==> src/rtl/sdram_arbit_ctrl_pkg.sv <==
// Shared SDRAM constants: command codes, idle bank/address, arbiter state encodings.
// Latency: n/a (constants and types only).
// Backpressure: n/a.
package sdram_arbit_ctrl_pkg;

    // Commands are {cs_n, ras_n, cas_n, we_n}.
    localparam logic [3:0]  CMD_NOP       = 4'b0111;
    localparam logic [3:0]  CMD_PRE_CHA   = 4'b0010;
    localparam logic [3:0]  CMD_ACTIVE    = 4'b0011;
    localparam logic [3:0]  CMD_WRITE     = 4'b0100;
    localparam logic [3:0]  CMD_READ      = 4'b0101;
    localparam logic [3:0]  CMD_AREF      = 4'b0001;
    localparam logic [3:0]  CMD_BURST_TER = 4'b0110;

    localparam logic [1:0]  IDLE_BA   = 2'b11;
    localparam logic [12:0] IDLE_ADDR = 13'h1fff;

    // One-hot arbiter states.
    typedef enum logic [4:0] {
        ST_INIT  = 5'b00001,
        ST_ARBIT = 5'b00010,
        ST_AREF  = 5'b00100,
        ST_WRITE = 5'b01000,
        ST_READ  = 5'b10000
    } arb_state_t;

    // One-hot grant decision from the picker.
    typedef struct packed {
        logic aref;
        logic wr;
        logic rd;
    } grant_t;

endpackage

==> src/rtl/sdram_arb_pick.sv <==
// Combinational picker: refresh first, then write/read (fixed or round-robin).
// Latency: 0 cycles, purely combinational.
// Backpressure: none; requests are levels and are simply re-evaluated every cycle.
// Ports: aref_req/wr_req/rd_req in, last_wr in (SDRAM_ARB_RR_EN only), pick one-hot out.
// Macro SDRAM_ARB_RR_EN: alternate write/read when both pend; otherwise write wins.
module sdram_arb_pick
    import sdram_arbit_ctrl_pkg::*;
(
    input  logic   aref_req,
    input  logic   wr_req,
    input  logic   rd_req,
`ifdef SDRAM_ARB_RR_EN
    input  logic   last_wr,
`endif
    output grant_t pick
);

    always_comb begin
        pick = '0;
        if (aref_req) begin
            pick.aref = 1'b1;
        end
`ifdef SDRAM_ARB_RR_EN
        else if (wr_req && rd_req) begin
            // Both pending: hand the bus to whichever did not have it last.
            if (last_wr) pick.rd = 1'b1;
            else         pick.wr = 1'b1;
        end
`endif
        else if (wr_req) begin
            pick.wr = 1'b1;
        end
        else if (rd_req) begin
            pick.rd = 1'b1;
        end
    end

endmodule

==> src/rtl/sdram_arbit_ctrl.sv <==
// SDRAM pin owner: runs init, then grants refresh/write/read engines and muxes their pins.
// Latency: grant 1 cycle after request seen in ARBIT; pins/grants combinational on state.
// Backpressure: requests are held levels; a grant lasts until the engine's *_end pulse.
// Ports: init_*, aref_*, wr_*, rd_* engine inputs; aref_en/wr_en/rd_en grants;
//        sdram_cke/cmd/ba/addr/dq_oe/dq_out pin outputs. Clock sys_clk, async reset sys_rst_n.
// Macro SDRAM_ARB_RR_EN: round-robin between write and read (refresh keeps top priority).
module sdram_arbit_ctrl
    import sdram_arbit_ctrl_pkg::*;
(
    input  logic        sys_clk,
    input  logic        sys_rst_n,
    input  logic        init_end,
    input  logic [3:0]  init_cmd,
    input  logic [1:0]  init_ba,
    input  logic [12:0] init_addr,
    input  logic        aref_req,
    input  logic        aref_end,
    input  logic [3:0]  aref_cmd,
    input  logic        wr_req,
    input  logic        wr_end,
    input  logic [3:0]  wr_cmd,
    input  logic [1:0]  wr_ba,
    input  logic [12:0] wr_addr,
    input  logic        wr_sdram_en,
    input  logic [15:0] wr_sdram_data,
    input  logic        rd_req,
    input  logic        rd_end,
    input  logic [3:0]  rd_cmd,
    input  logic [1:0]  rd_ba,
    input  logic [12:0] rd_addr,
    output logic        aref_en,
    output logic        wr_en,
    output logic        rd_en,
    output logic        sdram_cke,
    output logic [3:0]  sdram_cmd,
    output logic [1:0]  sdram_ba,
    output logic [12:0] sdram_addr,
    output logic        sdram_dq_oe,
    output logic [15:0] sdram_dq_out
);

    arb_state_t state;
    grant_t     pick;

`ifdef SDRAM_ARB_RR_EN
    logic last_wr;
`endif

    sdram_arb_pick u_pick (
        .aref_req (aref_req),
        .wr_req   (wr_req),
        .rd_req   (rd_req),
`ifdef SDRAM_ARB_RR_EN
        .last_wr  (last_wr),
`endif
        .pick     (pick)
    );

    // Every grant returns to ARBIT, so there is always at least one NOP cycle
    // between consecutive grants.
    always_ff @(posedge sys_clk or negedge sys_rst_n) begin
        if (!sys_rst_n) begin
            state <= ST_INIT;
`ifdef SDRAM_ARB_RR_EN
            last_wr <= 1'b0;
`endif
        end else begin
            case (state)
                ST_INIT: begin
                    if (init_end) state <= ST_ARBIT;
                end
                ST_ARBIT: begin
                    if (pick.aref) begin
                        state <= ST_AREF;
                    end else if (pick.wr) begin
                        state <= ST_WRITE;
`ifdef SDRAM_ARB_RR_EN
                        last_wr <= 1'b1;
`endif
                    end else if (pick.rd) begin
                        state <= ST_READ;
`ifdef SDRAM_ARB_RR_EN
                        last_wr <= 1'b0;
`endif
                    end
                end
                ST_AREF: begin
                    if (aref_end) state <= ST_ARBIT;
                end
                ST_WRITE: begin
                    if (wr_end) state <= ST_ARBIT;
                end
                ST_READ: begin
                    if (rd_end) state <= ST_ARBIT;
                end
                default: state <= ST_ARBIT;
            endcase
        end
    end

    assign aref_en   = (state == ST_AREF);
    assign wr_en     = (state == ST_WRITE);
    assign rd_en     = (state == ST_READ);
    assign sdram_cke = 1'b1;

    // Pin mux; ARBIT and any illegal encoding drive the idle NOP pattern.
    always_comb begin
        sdram_cmd    = CMD_NOP;
        sdram_ba     = IDLE_BA;
        sdram_addr   = IDLE_ADDR;
        sdram_dq_oe  = 1'b0;
        sdram_dq_out = 16'h0;
        case (state)
            ST_INIT: begin
                sdram_cmd  = init_cmd;
                sdram_ba   = init_ba;
                sdram_addr = init_addr;
            end
            ST_AREF: begin
                sdram_cmd  = aref_cmd;
            end
            ST_WRITE: begin
                sdram_cmd    = wr_cmd;
                sdram_ba     = wr_ba;
                sdram_addr   = wr_addr;
                sdram_dq_oe  = wr_sdram_en;
                sdram_dq_out = wr_sdram_data;
            end
            ST_READ: begin
                sdram_cmd  = rd_cmd;
                sdram_ba   = rd_ba;
                sdram_addr = rd_addr;
            end
            default: ;
        endcase
    end

endmodule

==> config.mk <==
export PLATFORM = sky130hd
export DESIGN_NAME = sdram_arbit_ctrl
export DESIGN_NICKNAME = d
export VERILOG_FILES = /design/src/rtl/sdram_arbit_ctrl_pkg.sv /design/src/rtl/sdram_arb_pick.sv /design/src/rtl/sdram_arbit_ctrl.sv
export SDC_FILE = /design/constraint.sdc
export NUM_CORES = 1
export LEC_CHECK = 0
export CELL_PAD_IN_SITES_DETAIL_PLACEMENT = 0
export CELL_PAD_IN_SITES_GLOBAL_PLACEMENT = 1
export CORE_MARGIN = 2
export CORE_UTILIZATION = 15
export DETAILED_ROUTE_END_ITERATION = 16
export GPL_TIMING_DRIVEN = 0
export PLACE_DENSITY_LB_ADDON = 0.1
export SYNTH_ARGS = -nofsm -noshare
export SYNTH_HDL_FRONTEND = slang
export SYNTH_HIERARCHICAL = 1
export SYNTH_SLANG_ARGS = --single-unit
==> constraint.sdc <==
create_clock -name sys_clk -period 1.84 [get_ports sys_clk]
set_clock_uncertainty 0.1 [all_clocks]
set_input_delay 0.276 -clock sys_clk [delete_from_list [all_inputs] [get_ports sys_clk]]
set_output_delay 0.276 -clock sys_clk [all_outputs]
set_load 0.1 [all_outputs]
==> impl_metrics.env, run 1 <==
export IMPL_outcome="complete, but fails checks"
export IMPL_violations="negative setup slack"
export IMPL_dpl_cell_area_um2=2688
export IMPL_place_hpwl_um=3868
export IMPL_r2r_end="state[1]"
export IMPL_path_max_fanout=10
export IMPL_grt_antenna_before_repair=0
export IMPL_cp_start_kind="register"
export IMPL_ys_types=35
export IMPL_final_cell_mix="clkdlybuf4s50_1, buf_12, a22oi_2"
export IMPL_grt_pass1_vias=1547
export IMPL_viasPerCell=4.315
export IMPL_period_share=1.168
export IMPL_dr_first_iter_drc_count=13
export IMPL_layout_nets=376
export IMPL_reg_top3="state x5"
export IMPL_cpPeakStageDelay_ns=0.59
export IMPL_cts_root_buf="clkbuf_8"
export IMPL_yosys_most_used_dff="dfrtp_1"
export IMPL_die_h_um=84.40
export IMPL_cts_tree="done"
export IMPL_routed_wl_um=5179
export IMPL_crit_family="flip-flops"
export IMPL_drt_pass1_iterations=3
export IMPL_antennaDiodeCount=0
export IMPL_slew_viol_final=0
export IMPL_synth_cell_area_um2=969.7
export IMPL_reg2reg_from="state[4]"
export IMPL_synth_largest_area_cell="a22oi_2"
export IMPL_start_util=0.1536
export IMPL_cp_slowest_cell="dfstp_2"
export IMPL_ioPinCount=127
export IMPL_critPathBufInv=4
export IMPL_gp_congestion=0.7333
export IMPL_ant_nets=0
export IMPL_worstSetupEndpointType="output pin"
export IMPL_period_minus_slack_ns=2.150
export IMPL_rows=29
export IMPL_grt_usage=0.1355
export IMPL_setup_violations=37
export IMPL_mostFrequentLayoutCell="clkdlybuf4s50_1"
export IMPL_synth_edff_count=0
export IMPL_synth_seq_cells=5
export IMPL_cap_violations=0
export IMPL_fin_total_pwr_mw=2.513
export IMPL_h_tree_depth=1
export IMPL_cp_arrival_ns=1.77
export IMPL_postSynthAreaPerCell_um2=7.576
export IMPL_finish_utilization=0.5761
export IMPL_synth_area_leaders="a22oi_2, and3_1, dfrtp_1"
export IMPL_port_buffers=125
export IMPL_powerDensity_nw_per_um2=690.8
export IMPL_insertion_delay_ns=0.22
export IMPL_crit_chain="nor3_4, buf_6, nand2_8, inv_8, buf_8, a22oi_2, nand3b_1, buf_12"
export IMPL_synth_top_area_frac=0.1161
export IMPL_cts_buffers=3
export IMPL_yosysSeqAreaShare=0.1303
export IMPL_fillers=544
export IMPL_core_area_um2=6314
export IMPL_drive_gt1_frac=0.5729
export IMPL_ys_async_sr_fraction=1.000
export IMPL_ys_warn_count=6
export IMPL_grt_overflow=0
export IMPL_synth_nets=215
export IMPL_fin_area_um2=3637
export IMPL_whs_ns=0.1781
export IMPL_grt_setup_unrepaired="true"
export IMPL_peakVddDrop_mv=0.4028
export IMPL_die_area_um2=7123
export IMPL_largest_register="state"
export IMPL_worst_slack_ns=-0.3099
export IMPL_hold_path_class="primary input to async pin"
export IMPL_critical_path_class="register to output pin"
export IMPL_largest_reg_flops=5
export IMPL_hold_viol_final=0
export IMPL_max_freq_ghz=0.4651
export IMPL_p_leak_nw=1.363
export IMPL_cts_path_max_buffers=2
export IMPL_worstPathRequired_ns=1.46
export IMPL_cts_clk_slew_worst_paths_ns=0.04
export IMPL_die_x_um=84.40
export IMPL_pre_cts_slack_ns=-1.164
export IMPL_vias=1575
export IMPL_syn_to_final_growth_pct=275.1
export IMPL_syn_inst=128
export IMPL_rrSetupSlack_ns=0.19
export IMPL_grt_max_degree=11
export IMPL_wl_per_cell_um=14.19
export IMPL_drc=0
export IMPL_grt_pass1_wl_um=7962
export IMPL_cts_sinks=5
export IMPL_rr_worst_depth=7
export IMPL_ctsHoldBuffers=0
==> worst max path at each step <==
stage                  start                to  depth (start not counted)
detailed placement  state[4]  sdram_dq_out[14]                          4
floorplan           state[4]      sdram_cmd[0]                          5
global placement    state[4]   sdram_dq_out[7]                          4
global route        state[0]       sdram_ba[1]                          7
CTS                 state[0]    sdram_addr[11]                          7
finish              state[0]      sdram_cmd[2]                          8
==> metal layers <==
metal / part of all wire / GRT usage / wire length (um) / vias to the layer above
met2: 0.57 / 0.2518 / 2941 / 44
met4: 0.0015 / 0.03030 / 8 / 0
met1: 0.39 / 0.1692 / 2043 / 729
li1: - / - / - / 800
met3: 0.036 / 0.01180 / 185 / 2
met5: 0 / 0 / 0 / -
==> through the flow <==
stage               setup TNS, ns  std cells
detailed placement         -39.93        330
global route               -9.906        365
finish                     -7.028        365
global placement           -40.29        330
CTS                        -6.413        350
floorplan                  -2.326        128
==> cells in the mapped netlist, types with 2 or more instances <==
cell type	instances
nand2_1	19
and3_1	17
nand3_1	16
a22oi_1	13
a22oi_2	9
buf_4	4
buf_6	4
dfrtp_1	4
nor2_1	4
inv_1	3
inv_2	3
nand3b_1	3
nor2b_1	3
o22ai_1	3
clkbuf_1	2
nand3_2	2
==> cells by family (layout without fill, tap and decap cells) <==
group	Yosys count	after routing	synth area share
AND/OR/NAND/NOR	72	73	0.4258
flip-flops	5	5	0.1303
buffers and inverters	18	177	0.1342
AO/OA/AOI/OAI	32	32	0.3058
other	1	1	0.003867
==> final cells by class <==
cell class	instances	area (um2)	share of cell area
inverters	6	37.54	0.01032
well taps	77	96.34	0.02649
clock buffers	3	41.29	0.01135
plain buffers	11	176.4	0.04850
clock inverters	1	5.005	0.001376
flip-flops and latches	5	130.1	0.03578
repair buffers	156	2018	0.5549
multi-input cells	106	1132	0.3113
==> power breakdown <==
part,internal [mW],switching (mW),total [mW]
sequential,0.139,0.0502,0.190
combinational,0.975,1.15,2.12
clock,0.146,0.0571,0.203
==> timing repair <==
action / CTS / global route
pin swaps: 11 / 30
endpoints found under the hold margin: 0 / 0
cloned: 3 / 4
buffers inserted: 14 / 11
resized for setup: 361 / 35
setup endpoints to repair: 39 / 39
No activity file was read; power rests on OpenSTA's default activity.
==> run 2: changes to the inputs <==
--- a/config.mk
+++ b/config.mk
@@ -11,7 +11,8 @@
 export CORE_UTILIZATION = 15
 export DETAILED_ROUTE_END_ITERATION = 16
 export GPL_TIMING_DRIVEN = 0
-export PLACE_DENSITY_LB_ADDON = 0.1
+export PLACE_DENSITY = 0.78
+export SLEW_MARGIN = 15
 export SYNTH_ARGS = -nofsm -noshare
 export SYNTH_HDL_FRONTEND = slang
 export SYNTH_HIERARCHICAL = 1
==> run 2 against run 1 <==
Against the previous run:
- the flow still finishes with violations (negative setup slack)
- design area is 5.6% lower
- total power is 5.8% lower
- maximum frequency grew 1.4%
- global-route usage is 1.0 points lower
- critical path depth decreased by 1
==> impl_metrics.env, run 2 (synthesis results as in run 1) <==
export IMPL_outcome="complete, but fails checks"
export IMPL_violations="negative setup slack"
export IMPL_cts_sinks=5
export IMPL_fin_total_pwr_mw=2.367
export IMPL_largest_register="state"
export IMPL_grt_antenna_before_repair=0
export IMPL_largest_reg_flops=5
export IMPL_worstSetupStartpoint="state[0]"
export IMPL_drive_gt1_frac=0.5421
export IMPL_die_area_um2=7123
export IMPL_top_layer="met3"
export IMPL_layout_nets=361
export IMPL_cts_buffers=3
export IMPL_worstSetupEndpointType="output pin"
export IMPL_power_switching_mw=1.208
export IMPL_grt_pass1_vias=1545
export IMPL_reg2reg_from="state[4]"
export IMPL_max_freq_ghz=0.4717
export IMPL_drt_pass1_iterations=4
export IMPL_wl_met3_um=236
export IMPL_viasPerCell=4.423
export IMPL_pwr_share_comb=0.837
export IMPL_crit_family="flip-flops"
export IMPL_h_tree_depth=1
export IMPL_critPathBufInv=3
export IMPL_cts_path_max_buffers=2
export IMPL_cts_tree="done"
export IMPL_die_h_um=84.40
export IMPL_dp_cells=330
export IMPL_final_cell_mix="clkdlybuf4s50_1, buf_12, a22oi_2"
export IMPL_vias=1548
export IMPL_rrSetupSlack_ns=0.19
export IMPL_die_x_um=84.40
export IMPL_core_area_um2=6314
export IMPL_endpoint="sdram_addr[10]"
export IMPL_gp_congestion=0.7031
export IMPL_ctsHoldBuffers=0
export IMPL_whs_ns=0.1718
export IMPL_worstPathRequired_ns=1.46
export IMPL_antennaDiodeCount=0
export IMPL_wl_per_cell_um=14.10
export IMPL_power_internal_mw=1.160
export IMPL_cts_root_buf="clkbuf_8"
export IMPL_cpPeakStageDelay_ns=0.57
export IMPL_grt_max_degree=11
export IMPL_hold_viol_final=0
export IMPL_ant_nets=0
export IMPL_critical_path_class="register to output pin"
export IMPL_cpMostUsedCell="buf_12"
export IMPL_cts_clk_slew_worst_paths_ns=0.04
export IMPL_clkPwrFrac=0.084
export IMPL_powerDensity_nw_per_um2=689.5
export IMPL_grt_overflow=0
export IMPL_mostFrequentLayoutCell="clkdlybuf4s50_1"
export IMPL_fin_cells=350
export IMPL_r2r_end="state[1]"
export IMPL_path_max_fanout=9
export IMPL_syn_to_final_growth_pct=254.1
export IMPL_dr_first_iter_drc_count=18
export IMPL_crit_chain="nor2b_4, and2_4, buf_12, clkbuf_16, a22oi_2, nand3_4, buf_12"
export IMPL_cp_depth=7
export IMPL_cp_start_kind="register"
export IMPL_start_util=0.1536
export IMPL_reg_top3="state x5"
export IMPL_setup_violations=37
export IMPL_dr_wl_met2_um=2787
export IMPL_worst_slack_ns=-0.2802
export IMPL_drc=0
export IMPL_cap_violations=0
export IMPL_grt_setup_unrepaired="true"
export IMPL_p_leak_nw=1.262
export IMPL_cp_slowest_cell="dfstp_2"
export IMPL_hold_path_class="primary input to async pin"
export IMPL_slew_viol_final=0
export IMPL_grt_pass1_wl_um=7403
export IMPL_rows=29
export IMPL_insertion_delay_ns=0.22
export IMPL_port_buffers=125
export IMPL_swShare=0.5101
export IMPL_wl_met1_um=1910
export IMPL_cp_arrival_ns=1.74
export IMPL_peakVddDrop_mv=1.185
export IMPL_grt_usage=0.1251
export IMPL_pwr_share_seq=0.079
export IMPL_routed_wl_um=4934
export IMPL_ioPinCount=127
export IMPL_period_share=1.152
export IMPL_rr_worst_depth=5
export IMPL_place_hpwl_um=3649
export IMPL_period_minus_slack_ns=2.120
run 2: routing by layer:
| layer | global-route usage | up-vias |
|---|---|---|
| met3 | 0.01573 | 0 |
| met4 | 0.02165 | 0 |
| met2 | 0.2424 | 53 |
| met5 | 0 | - |
| li1 | - | 768 |
| met1 | 0.1477 | 727 |
run 2: how the worst min path moves through the flow:
stage | startpoint | end | slack, ns | cells past startpoint
3_5_place_dp | sys_rst_n | state[3] | 0.41 | 1
2_1_floorplan | sys_rst_n | state[1] | -0.12 | 0
6_report | sys_rst_n | state[4] | 0.17 | 1
5_1_grt | sys_rst_n | state[1] | 0.19 | 1
3_3_place_gp | sys_rst_n | state[3] | 0.40 | 1
4_1_cts | sys_rst_n | state[4] | 0.17 | 1
run 2: cell type report:
| cell class | count | area, um2 |
|---|---|---|
| clock buffers | 4 | 45.04 |
| inverters | 6 | 35.03 |
| flip-flops and latches | 5 | 130.1 |
| multi-input cells | 105 | 1111 |
| fillers | 548 | 2880 |
| plain buffers | 11 | 160.2 |
| repair buffers | 142 | 1856 |
| well taps | 77 | 96.34 |
run 2: per-stage QoR:
step	setup TNS, ns	util	worst slack [ns]	cell area [um2]
2_1_floorplan	-2.326	-	-0.4775	1340
3_3_place_gp	-39.25	0.4257	-1.123	2688
3_5_place_dp	-39.09	0.4257	-1.123	2688
4_1_cts	-7.172	0.5113	-0.2960	3228
5_1_grt	-9.312	0.5438	-0.3572	3433
6_report	-7.011	0.5438	-0.2802	3433
run 2: what timing repair did:
action / 4_1_cts / 5_1_grt
gates resized for setup: 352 / 34
pin swaps: 8 / 22
gates cloned: 0 / 2
endpoints found under the setup margin: 39 / 39
buffers inserted: 10 / 6
run 2: power groups by stage:
stage	Combinational, mW	Clock, mW	Sequential (mW)
global route	2.06	0.216	0.192
global placement	1.46	0	0.179
floorplan	1.03	0	0.172
detailed placement	1.46	0	0.178
finish	1.98	0.200	0.186
CTS	1.80	0.205	0.192
